--- src/rtl/uart_mmio_bridge_pkg.sv ---
// Shared definitions for the memory-mapped UART window: register select
// encodings, byte width and the status-word packing helper.
package uart_mmio_bridge_pkg;

    typedef enum logic [1:0] {
        UART_TXSTAT = 2'd0,
        UART_RXSTAT = 2'd1,
        UART_TXDATA = 2'd2,
        UART_RXDATA = 2'd3
    } uart_sel_e;

    localparam int UART_BYTE_W = 8;
    localparam int UART_WORD_W = 32;

    // Single-bit status flag placed in bit 0 of a load word.
    function automatic logic [UART_WORD_W-1:0] status_word(input logic flag);
        return {31'b0, flag};
    endfunction

endpackage

--- src/rtl/uart_mmio_bridge_byte_fifo.sv ---
// Byte queue with registered storage; the head is read straight from storage.
// Pushes when full and pops when empty are ignored.
module byte_fifo
    import uart_mmio_bridge_pkg::*;
#(
    parameter int DEPTH = 4,
    parameter int WIDTH = UART_BYTE_W
) (
    input  logic                     Clock,
    input  logic                     Reset,
    input  logic                     push,
    input  logic [WIDTH-1:0]         din,
    input  logic                     pop,
    output logic [WIDTH-1:0]         dout,
    output logic                     full,
    output logic                     empty,
    output logic [$clog2(DEPTH):0]   count
);

    localparam int PW = $clog2(DEPTH);
    localparam int CW = PW + 1;
    localparam logic [CW-1:0] FULL_CNT = CW'(DEPTH);

    logic [WIDTH-1:0] mem_r [DEPTH];
    logic [PW-1:0]    wr_ptr_r;
    logic [PW-1:0]    rd_ptr_r;
    logic [CW-1:0]    count_r;
    logic             push_ok_s;
    logic             pop_ok_s;

    // Full/empty come from the start-of-cycle count, so a pop never frees room for a same-cycle push.
    assign full      = (count_r == FULL_CNT);
    assign empty     = (count_r == {CW{1'b0}});
    assign push_ok_s = push & ~full;
    assign pop_ok_s  = pop & ~empty;
    assign dout      = mem_r[rd_ptr_r];
    assign count     = count_r;

    // Storage write; contents need no reset because count gates visibility.
    always_ff @(posedge Clock) begin
        if (push_ok_s) begin
            mem_r[wr_ptr_r] <= din;
        end
    end

    // Pointer and occupancy bookkeeping; pointers wrap naturally at power-of-2 depth.
    always_ff @(posedge Clock) begin
        if (Reset) begin
            wr_ptr_r <= {PW{1'b0}};
            rd_ptr_r <= {PW{1'b0}};
            count_r  <= {CW{1'b0}};
        end else begin
            if (push_ok_s) begin
                wr_ptr_r <= wr_ptr_r + 1'b1;
            end
            if (pop_ok_s) begin
                rd_ptr_r <= rd_ptr_r + 1'b1;
            end
            case ({push_ok_s, pop_ok_s})
                2'b10:   count_r <= count_r + 1'b1;
                2'b01:   count_r <= count_r - 1'b1;
                default: count_r <= count_r;
            endcase
        end
    end

endmodule

--- src/rtl/uart_mmio_bridge.sv ---
// Memory-mapped UART window: status/data register decode, registered load data,
// TX and RX byte queues between the CPU and the serial transmitter/receiver.
module uart_mmio_bridge
    import uart_mmio_bridge_pkg::*;
#(
    parameter int TX_DEPTH = 4,
    parameter int RX_DEPTH = 4
) (
    input  logic                   Clock,
    input  logic                   Reset,
    input  logic                   REUART,
    input  logic                   WEUART,
    input  logic [1:0]             UARTsel,
    input  logic [UART_WORD_W-1:0] WriteData,
    output logic [UART_WORD_W-1:0] ReadData,
    output logic [UART_BYTE_W-1:0] UARTTxData,
    output logic                   UARTTxValid,
    input  logic                   UARTTxReady,
    input  logic [UART_BYTE_W-1:0] UARTRxData,
    input  logic                   UARTRxValid,
    output logic                   UARTRxReady,
    output logic                   TxOverflow,
    output logic                   RxOverflow
);

    uart_sel_e              sel_s;
    logic                   tx_push_s;
    logic                   tx_pop_s;
    logic                   tx_full_s;
    logic                   tx_empty_s;
    logic [$clog2(TX_DEPTH):0] tx_count_s;
    logic                   rx_pop_s;
    logic                   rx_full_s;
    logic                   rx_empty_s;
    logic [UART_BYTE_W-1:0] rx_head_s;
    logic [$clog2(RX_DEPTH):0] rx_count_s;
    logic [UART_WORD_W-1:0] read_data_r;
    logic                   tx_ovf_r;
    logic                   rx_ovf_r;
    logic                   unused_s;

    assign sel_s     = uart_sel_e'(UARTsel);
    assign tx_push_s = WEUART & (sel_s == UART_TXDATA);
    assign tx_pop_s  = UARTTxValid & UARTTxReady;
    assign rx_pop_s  = REUART & (sel_s == UART_RXDATA);

    // Handshakes are forced low during reset, before the queue state is known.
    assign UARTTxValid = ~tx_empty_s & ~Reset;
    assign UARTRxReady = ~rx_full_s & ~Reset;
    assign ReadData    = read_data_r;
    assign TxOverflow  = tx_ovf_r;
    assign RxOverflow  = rx_ovf_r;
    assign unused_s    = ^{WriteData[UART_WORD_W-1:UART_BYTE_W], tx_count_s, rx_count_s};

    byte_fifo #(.DEPTH(TX_DEPTH), .WIDTH(UART_BYTE_W)) u_tx_fifo (
        .Clock (Clock),
        .Reset (Reset),
        .push  (tx_push_s),
        .din   (WriteData[UART_BYTE_W-1:0]),
        .pop   (tx_pop_s),
        .dout  (UARTTxData),
        .full  (tx_full_s),
        .empty (tx_empty_s),
        .count (tx_count_s)
    );

    byte_fifo #(.DEPTH(RX_DEPTH), .WIDTH(UART_BYTE_W)) u_rx_fifo (
        .Clock (Clock),
        .Reset (Reset),
        .push  (UARTRxValid),
        .din   (UARTRxData),
        .pop   (rx_pop_s),
        .dout  (rx_head_s),
        .full  (rx_full_s),
        .empty (rx_empty_s),
        .count (rx_count_s)
    );

    // Load data register: one-cycle latency, holds when no load is issued.
    always_ff @(posedge Clock) begin
        if (Reset) begin
            read_data_r <= {UART_WORD_W{1'b0}};
        end else if (REUART) begin
            case (sel_s)
                UART_TXSTAT: read_data_r <= status_word(~tx_full_s);
                UART_RXSTAT: read_data_r <= status_word(~rx_empty_s);
                UART_TXDATA: read_data_r <= {UART_WORD_W{1'b0}};
                UART_RXDATA: read_data_r <= rx_empty_s ? {UART_WORD_W{1'b0}}
                                                       : {24'b0, rx_head_s};
                default:     read_data_r <= {UART_WORD_W{1'b0}};
            endcase
        end else begin
            read_data_r <= read_data_r;
        end
    end

    // Sticky overflow flags; a set in the same cycle as a clear takes priority.
    always_ff @(posedge Clock) begin
        if (Reset) begin
            tx_ovf_r <= 1'b0;
            rx_ovf_r <= 1'b0;
        end else begin
            if (tx_push_s & tx_full_s) begin
                tx_ovf_r <= 1'b1;
            end else if (WEUART & (sel_s == UART_TXSTAT)) begin
                tx_ovf_r <= 1'b0;
            end
            if (UARTRxValid & rx_full_s) begin
                rx_ovf_r <= 1'b1;
            end else if (WEUART & (sel_s == UART_RXSTAT)) begin
                rx_ovf_r <= 1'b0;
            end
        end
    end

endmodule

--- config.mk ---
export PLATFORM = sky130hd
export DESIGN_NAME = uart_mmio_bridge
export DESIGN_NICKNAME = d
export VERILOG_FILES = /design/src/rtl/uart_mmio_bridge_pkg.sv /design/src/rtl/uart_mmio_bridge_byte_fifo.sv /design/src/rtl/uart_mmio_bridge.sv
export SDC_FILE = /design/constraint.sdc
export NUM_CORES = 1
export LEC_CHECK = 0
export CAP_MARGIN = 20
export CORE_MARGIN = 2
export CORE_UTILIZATION = 45
export CTS_BUF_LIST = sky130_fd_sc_hd__clkbuf_8 sky130_fd_sc_hd__clkbuf_16
export DETAILED_ROUTE_END_ITERATION = 6
export HOLD_SLACK_MARGIN = 0.15
export PLACE_DENSITY = 0.71
export SETUP_SLACK_MARGIN = 0.5
export SLEW_MARGIN = 0
export SYNTH_ARGS = -nofsm -noshare
export SYNTH_HDL_FRONTEND = slang
export SYNTH_SLANG_ARGS = --single-unit
export TNS_END_PERCENT = 50
--- constraint.sdc ---
create_clock -name Clock -period 5.9 [get_ports Clock]
set_input_delay 0.59 -clock Clock [delete_from_list [all_inputs] [get_ports Clock]]
set_output_delay 0.59 -clock Clock [all_outputs]
set_load 0.01 [all_outputs]
==> impl_metrics.csv, run 1 <==
group,metric,value,unit
global_route,gr-usage-met3,4.80,%
sta,hold_ws,0.478,ns
synthesis,mappedNetlistArea,3990,µm²
global_route,grt_busiest_layer,"met2",
sta,timing.setup.tns,0,ns
layout,area_growth,14.6,%
clock_network,clockBufferDepth,2,
global_route,gr-usage-met1,16.3,%
detailed_routing,drc,0,
synthesis,synth_most_common_cell,"edfxtp_1",
global_route,groute.usage.overall,13.8,%
die,design.die.area,9630,µm²
synthesis,ys_top_cells_by_count,"edfxtp_1, dfxtp_1, buf_4",
setup_path,required,6.20,ns
clock_network,path_clk_slew,0.09,ns
hold_path,min_path_type,"reg2reg",
detailed_routing,totalWireLength,6.24,mm
clock_network,ctsResizeCount,0,
clock_network,postCtsHoldBufs,0,
layout,final_core_util,52.9,%
sta,tightest_slew,0.582,ns
clock_network,cts_tree,"built",
detailed_routing,first_iter_violations,63,
place,pre_cts_ws,2.79,ns
sta,slew_viol_final,0,
die,ios,92,
clock_network,cts_htree_levels,3,
synthesis,ys_seq_elements,92,
setup_path,worst_setup_path_start_kind,"input pin",
setup_path,crit_fanout,10,
detailed_routing,vias,2126,
clock_network,root_buffer,"clkbuf_8",
synthesis,yosysTopAreaCell,"edfxtp_1",
sta,fin_ws,3.18,ns
global_route,grt_overflow,0,
clock_network,cts.sinks,92,
setup_path,end_kind,"register",
synthesis,synth.top_cell.area_share,48.2,%
layout,n_antenna_cell,0,
place,place_inst,414,
global_route,use_met2,23.4,%
synthesis,ys_seq_area_share,62.3,%
die,die_w,98.1,µm
die,num_rows,34,
sta,period_share,46.2,%
sta,min_period,2.72,ns
die,start_util,46.2,%
clock_network,cts_setup_buffers,0,
synthesis,async_flop_share,0,%
power,p_leak,1.54,nW
detailed_routing,ant_nets,0,
synthesis,yosysUniqueCellTypes,43,
detailed_routing,wl_per_cell,14.5,µm
global_route,grt_pass1_wl,10.3,mm
clock_network,clk_latency,0.36,ns
flow_run,max-cap-violations,0,
sta,slew_headroom,61.2,%
power,ir_worst_vdd,0.176,mV
synthesis,syn_area_per_cell,14.6,µm²
layout,drive_gt1_share,14.0,%
die,fp.dieH,98.1,µm
layout,layout.cells.non_filler,430,
place,gp_congestion,0.706,
layout,fin_area,4570,µm²
place,dpl_cell_area,4390,µm²
global_route,grt_pass1_vias,2140,
layout,fin_nets,377,
sta,hold_viol_final,0,
clock_network,numCtsBuffers,9,
synthesis,syn_inst,273,
setup_path,worstPathArrival,3.02,ns
place,dp.final_hpwl,4.37,mm
sta,max_clock_freq,0.367,GHz
synthesis,yosysWarnings,0,
power,p_per_area,270,nW/µm²
global_route,grt_max_degree,30,
synthesis,synth_edf_count,64,
synthesis,synth.area.top_cells,"edfxtp_1, dfxtp_1, mux4_2, buf_4, ha_1",
synthesis,ys.flop_type,"edfxtp_1",
sta,rsz0062_at_grt,"false",
detailed_routing,drtPass1Iterations,6,
sta,skew,0.0130,ns
die,core,8640,µm²
power,power.total,1.23,mW
global_route,antenna_found_initial,0,
place,port_buffers,43,
detailed_routing,avgViaCountPerCell,4.94,
sta,setup-violations-final,0,
setup_path,critPathKind,"in2reg",
run_status,status,"completed",
-- layer usage --
layer  wire (µm)  vias to the layer above
met3         288                        8
met5           0                        -
met2        3210                       54
met1        2660                     1026
met4          75                        0
li1            -                     1038
-- where the power goes --
| part | internal, mW | leakage (nW) | total (mW) | switching [mW] |
|---|---|---|---|---|
| Sequential | 0.711 | 0.810 | 0.728 | 0.0167 |
| Combinational | 0.0600 | 0.642 | 0.121 | 0.0610 |
| Clock | 0.159 | 0.0910 | 0.385 | 0.226 |
| Total | 0.930 | 1.54 | 1.23 | 0.304 |
-- path summary, 6_finish.rpt --
path | startpoint | to | slack [ns] | depth (start not counted)
worst max-delay path | REUART | u_rx_fifo.count[2] | 3.18 | 9
worst min-delay path | ReadData[2] | ReadData[2] | 0.48 | 1
worst max register to register | u_tx_fifo.count[0] | u_tx_fifo.count[2] | 3.69 | 8
worst min register to register | ReadData[2] | ReadData[2] | 0.48 | 1
-- flip-flops by register name (all words and copies together) (netlist names), 2 cells and up, named ones only --
signal / cells
ReadData: 8
u_rx_fifo.count: 3
u_rx_fifo.mem_r: 32
u_rx_fifo.rd_ptr_r: 2
u_rx_fifo.wr_ptr_r: 2
u_tx_fifo.count: 3
u_tx_fifo.mem_r: 32
u_tx_fifo.rd_ptr_r: 2
u_tx_fifo.wr_ptr_r: 2
-- layout make-up --
class	instances	area (µm²)
Tap cell	108	135
Sequential cell	92	2480
Fill cell	721	4070
Multi-Input combinational cell	141	1220
Inverter	29	109
Timing Repair Buffer	44	438
Clock buffer	9	124
Clock inverter	7	56.3
-- cells by family (layout without fill, tap and decap cells) --
group,count (synthesis),count (layout),synth area share [%]
and+or+nand+nor,46,46,6.91
AOI/OAI and AO/OA,36,36,7.00
muxes,19,19,9.48
xor gates and xnor gates,4,4,0.879
DFF,92,92,62.3
adders and majority gates,12,12,4.14
other,1,24,0.0941
buffers and inverters,63,89,9.23
-- worst max-delay path, cell delays in order --
cell and delay (ns):
clkdlybuf4s50_1 0.78, nand3_2 0.22, nor2_1 0.20, ha_1 0.20, inv_1 0.06, fa_1 0.37, xor2_1 0.16, or3_1 0.31
a21oi_1 0.14
-- layout by cell type, fill, tap and decap left out, drive strengths merged, types with 2 or more instances in the layout --
| cell type | instances |
|---|---|
| edfxtp | 64 |
| clkdlybuf4s50 | 43 |
| dfxtp | 28 |
| inv | 27 |
| conb | 24 |
| mux4 | 15 |
| nor2 | 13 |
| a21oi | 13 |
| ha | 10 |
| clkbuf | 9 |
| o21ai | 9 |
| and3 | 8 |
| clkinv | 8 |
| o32ai | 6 |
| or3 | 5 |
| nand3 | 5 |
| mux2i | 4 |
| xor2 | 4 |
| nand2 | 3 |
| nor3b | 3 |
| nand3b | 2 |
| or3b | 2 |
| fa | 2 |
| nor3 | 2 |
Power figures use the tool's default switching activity.
==> run 2, diff against run 1 <==
- clock period: 5.9 -> 2.7 ns (I/O delays scaled with it)
==> impl_metrics.csv, run 2 (synthesized netlist as in run 1, its figures left out) <==
group,metric,value,unit
run_status,status,"completed",
sta,tightest_slew,0.574,ns
detailed_routing,met3WireLength,280,µm
global_route,groute.usage.overall,13.9,%
place,pre_cts_ws,0.180,ns
layout,fillers,713,
sta,hold_viol_final,0,
clock_network,cts.sinks,92,
sta,min_period,2.09,ns
power,comb_power_share,9.8,%
hold_path,hold_start,"UARTsel[1]",
power,p_sw_share,23.0,%
power,p_leak,1.60,nW
power,p_switching,639,µW
global_route,grt_pass1_wl,10.3,mm
die,ios,92,
power,power_frac_seq,57.2,%
power,ir_worst_vdd,0.314,mV
global_route,grt_max_degree,29,
hold_path,min_path_cells,2,
place,port_buffers,43,
power,p_per_area,597,nW/µm²
global_route,antenna_found_initial,0,
global_route,grt_pass1_vias,2221,
detailed_routing,ant_nets,0,
power,pwr-share-clk,33.0,%
detailed_routing,wl_per_cell,14.6,µm
die,fp.dieH,98.1,µm
flow_run,max-cap-violations,0,
place,gp_congestion,0.700,
hold_path,worstHoldEndpoint,"TxOverflow",
power,p_int,2.14,mW
sta,slew_viol_final,0,
sta,slew_headroom,61.7,%
die,start_util,46.2,%
setup_path,rr_worst_depth,8,
die,design.die.area,9630,µm²
detailed_routing,wl_met1,2.74,mm
detailed_routing,avgViaCountPerCell,4.90,
place,dp.final_hpwl,4.48,mm
clock_network,cts_tree,"built",
setup_path,required,2.98,ns
clock_network,cts_htree_levels,3,
setup_path,crit_fanout,6,
sta,setup-violations-final,0,
layout,final_common_cell,"edfxtp_1",
layout,n_antenna_cell,0,
layout,layout_common_cells,"edfxtp_1, clkdlybuf4s50_1, inv_1, conb_1, dfxtp_1",
clock_network,root_buffer,"clkbuf_8",
hold_path,min_path_type,"in2reg",
layout,final_core_util,53.9,%
clock_network,path_clk_slew,0.09,ns
setup_path,end_kind,"register",
sta,period_share,77.3,%
detailed_routing,vias,2125,
global_route,grt_overflow,0,
clock_network,numCtsBuffers,9,
sta,timing.setup.tns,0,ns
layout,drive_gt1_share,17.2,%
sta,rsz0062_at_grt,"true",
setup_path,worstPathArrival,2.37,ns
detailed_routing,highest_layer,"met4",
sta,skew,0.00916,ns
sta,hold_ws,0.359,ns
setup_path,r2r_end,"u_rx_fifo.count[2]",
die,num_rows,34,
detailed_routing,first_iter_violations,57,
setup_path,critPathKind,"in2reg",
die,die_w,98.1,µm
sta,fin_ws,0.612,ns
sta,max_clock_freq,0.479,GHz
clock_network,clockBufferDepth,2,
layout,fin_nets,381,
setup_path,worst_setup_path_start_kind,"input pin",
detailed_routing,drc,0,
layout,area_growth,16.8,%
die,core,8640,µm²
clock_network,clk_latency,0.35,ns
detailed_routing,totalWireLength,6.32,mm
setup_path,r2r-start,"u_rx_fifo.count[0]",
detailed_routing,drtPass1Iterations,4,
detailed_routing,wl_met2,3.23,mm
setup_path,r2r_slack,0.63,ns
==> run 2: cell types whose count changed in the layout (fill, tap and decap cells not counted), sizes merged <==
cell / previous run / this run
dlymetal6s2s: 0 / 2
clkbuf: 9 / 10
buf: 1 / 5
inv: 27 / 25
bufinv: 0 / 1
clkdlybuf4s50: 43 / 41
==> run 2: layout make-up <==
| class | instances | area [µm²] | share of cell area [%] |
|---|---|---|---|
| Sequential cell | 92 | 2490 | 53.5 |
| Tap cell | 108 | 135 | 2.90 |
| Multi-Input combinational cell | 141 | 1240 | 26.7 |
| Clock inverter | 6 | 63.8 | 1.37 |
| Timing Repair Buffer | 48 | 473 | 10.2 |
| Inverter | 29 | 109 | 2.34 |
| Clock buffer | 10 | 138 | 2.96 |
==> run 2: what timing repair did <==
action / CTS / global route
hold buffers: 0 / 0
resized for setup: 3 / 11
pin swaps: 1 / 3
setup endpoints to repair: 9 / 2
setup buffers: 1 / 1
==> run 2: per-layer routing <==
layer,track usage [%],vias to the layer above
met5,0,-
met4,6.94,0
met3,3.36,4
met2,23.5,47
met1,16.7,1033
li1,-,1041
==> run 2: worst max-delay path by stage <==
| stage | end | from |
|---|---|---|
| 2_1_floorplan | u_tx_fifo.count[2] | u_tx_fifo.count[0] |
| 3_3_place_gp | u_rx_fifo.count[2] | UARTsel[0] |
| 3_5_place_dp | u_rx_fifo.count[2] | UARTsel[0] |
| 4_1_cts | u_rx_fifo.count[2] | UARTsel[0] |
| 5_1_grt | u_rx_fifo.count[2] | u_rx_fifo.count[1] |
| 6_report | u_rx_fifo.count[2] | REUART |
==> run 2: worst max-delay path, cell delays in order <==
cell and delay, ns:
clkdlybuf4s50_1 0.55, nand3_2 0.15, nor2_2 0.16, ha_1 0.20
inv_1 0.06, fa_1 0.37, xor2_1 0.16, or3_1 0.30
a21oi_1 0.13
==> run 2: metrics by stage <==
stage | area, µm² | power, mW | instances
after floorplan | 4070 | 1.81 | 296
after global placement | 4400 | 1.88 | 416
after detailed placement | 4400 | 1.89 | 416
after CTS | 4620 | 2.81 | 433
after global routing | 4660 | 2.92 | 434
final | 4660 | 2.78 | 434
==> run 2: power groups by stage <==
stage | sequential (mW) | combinational, mW | clock, mW
floorplan | 1.61 | 0.201 | 0
global placement | 1.62 | 0.263 | 0
detailed placement | 1.62 | 0.269 | 0
CTS | 1.59 | 0.271 | 0.951
global route | 1.60 | 0.301 | 1.02
finish | 1.59 | 0.271 | 0.918
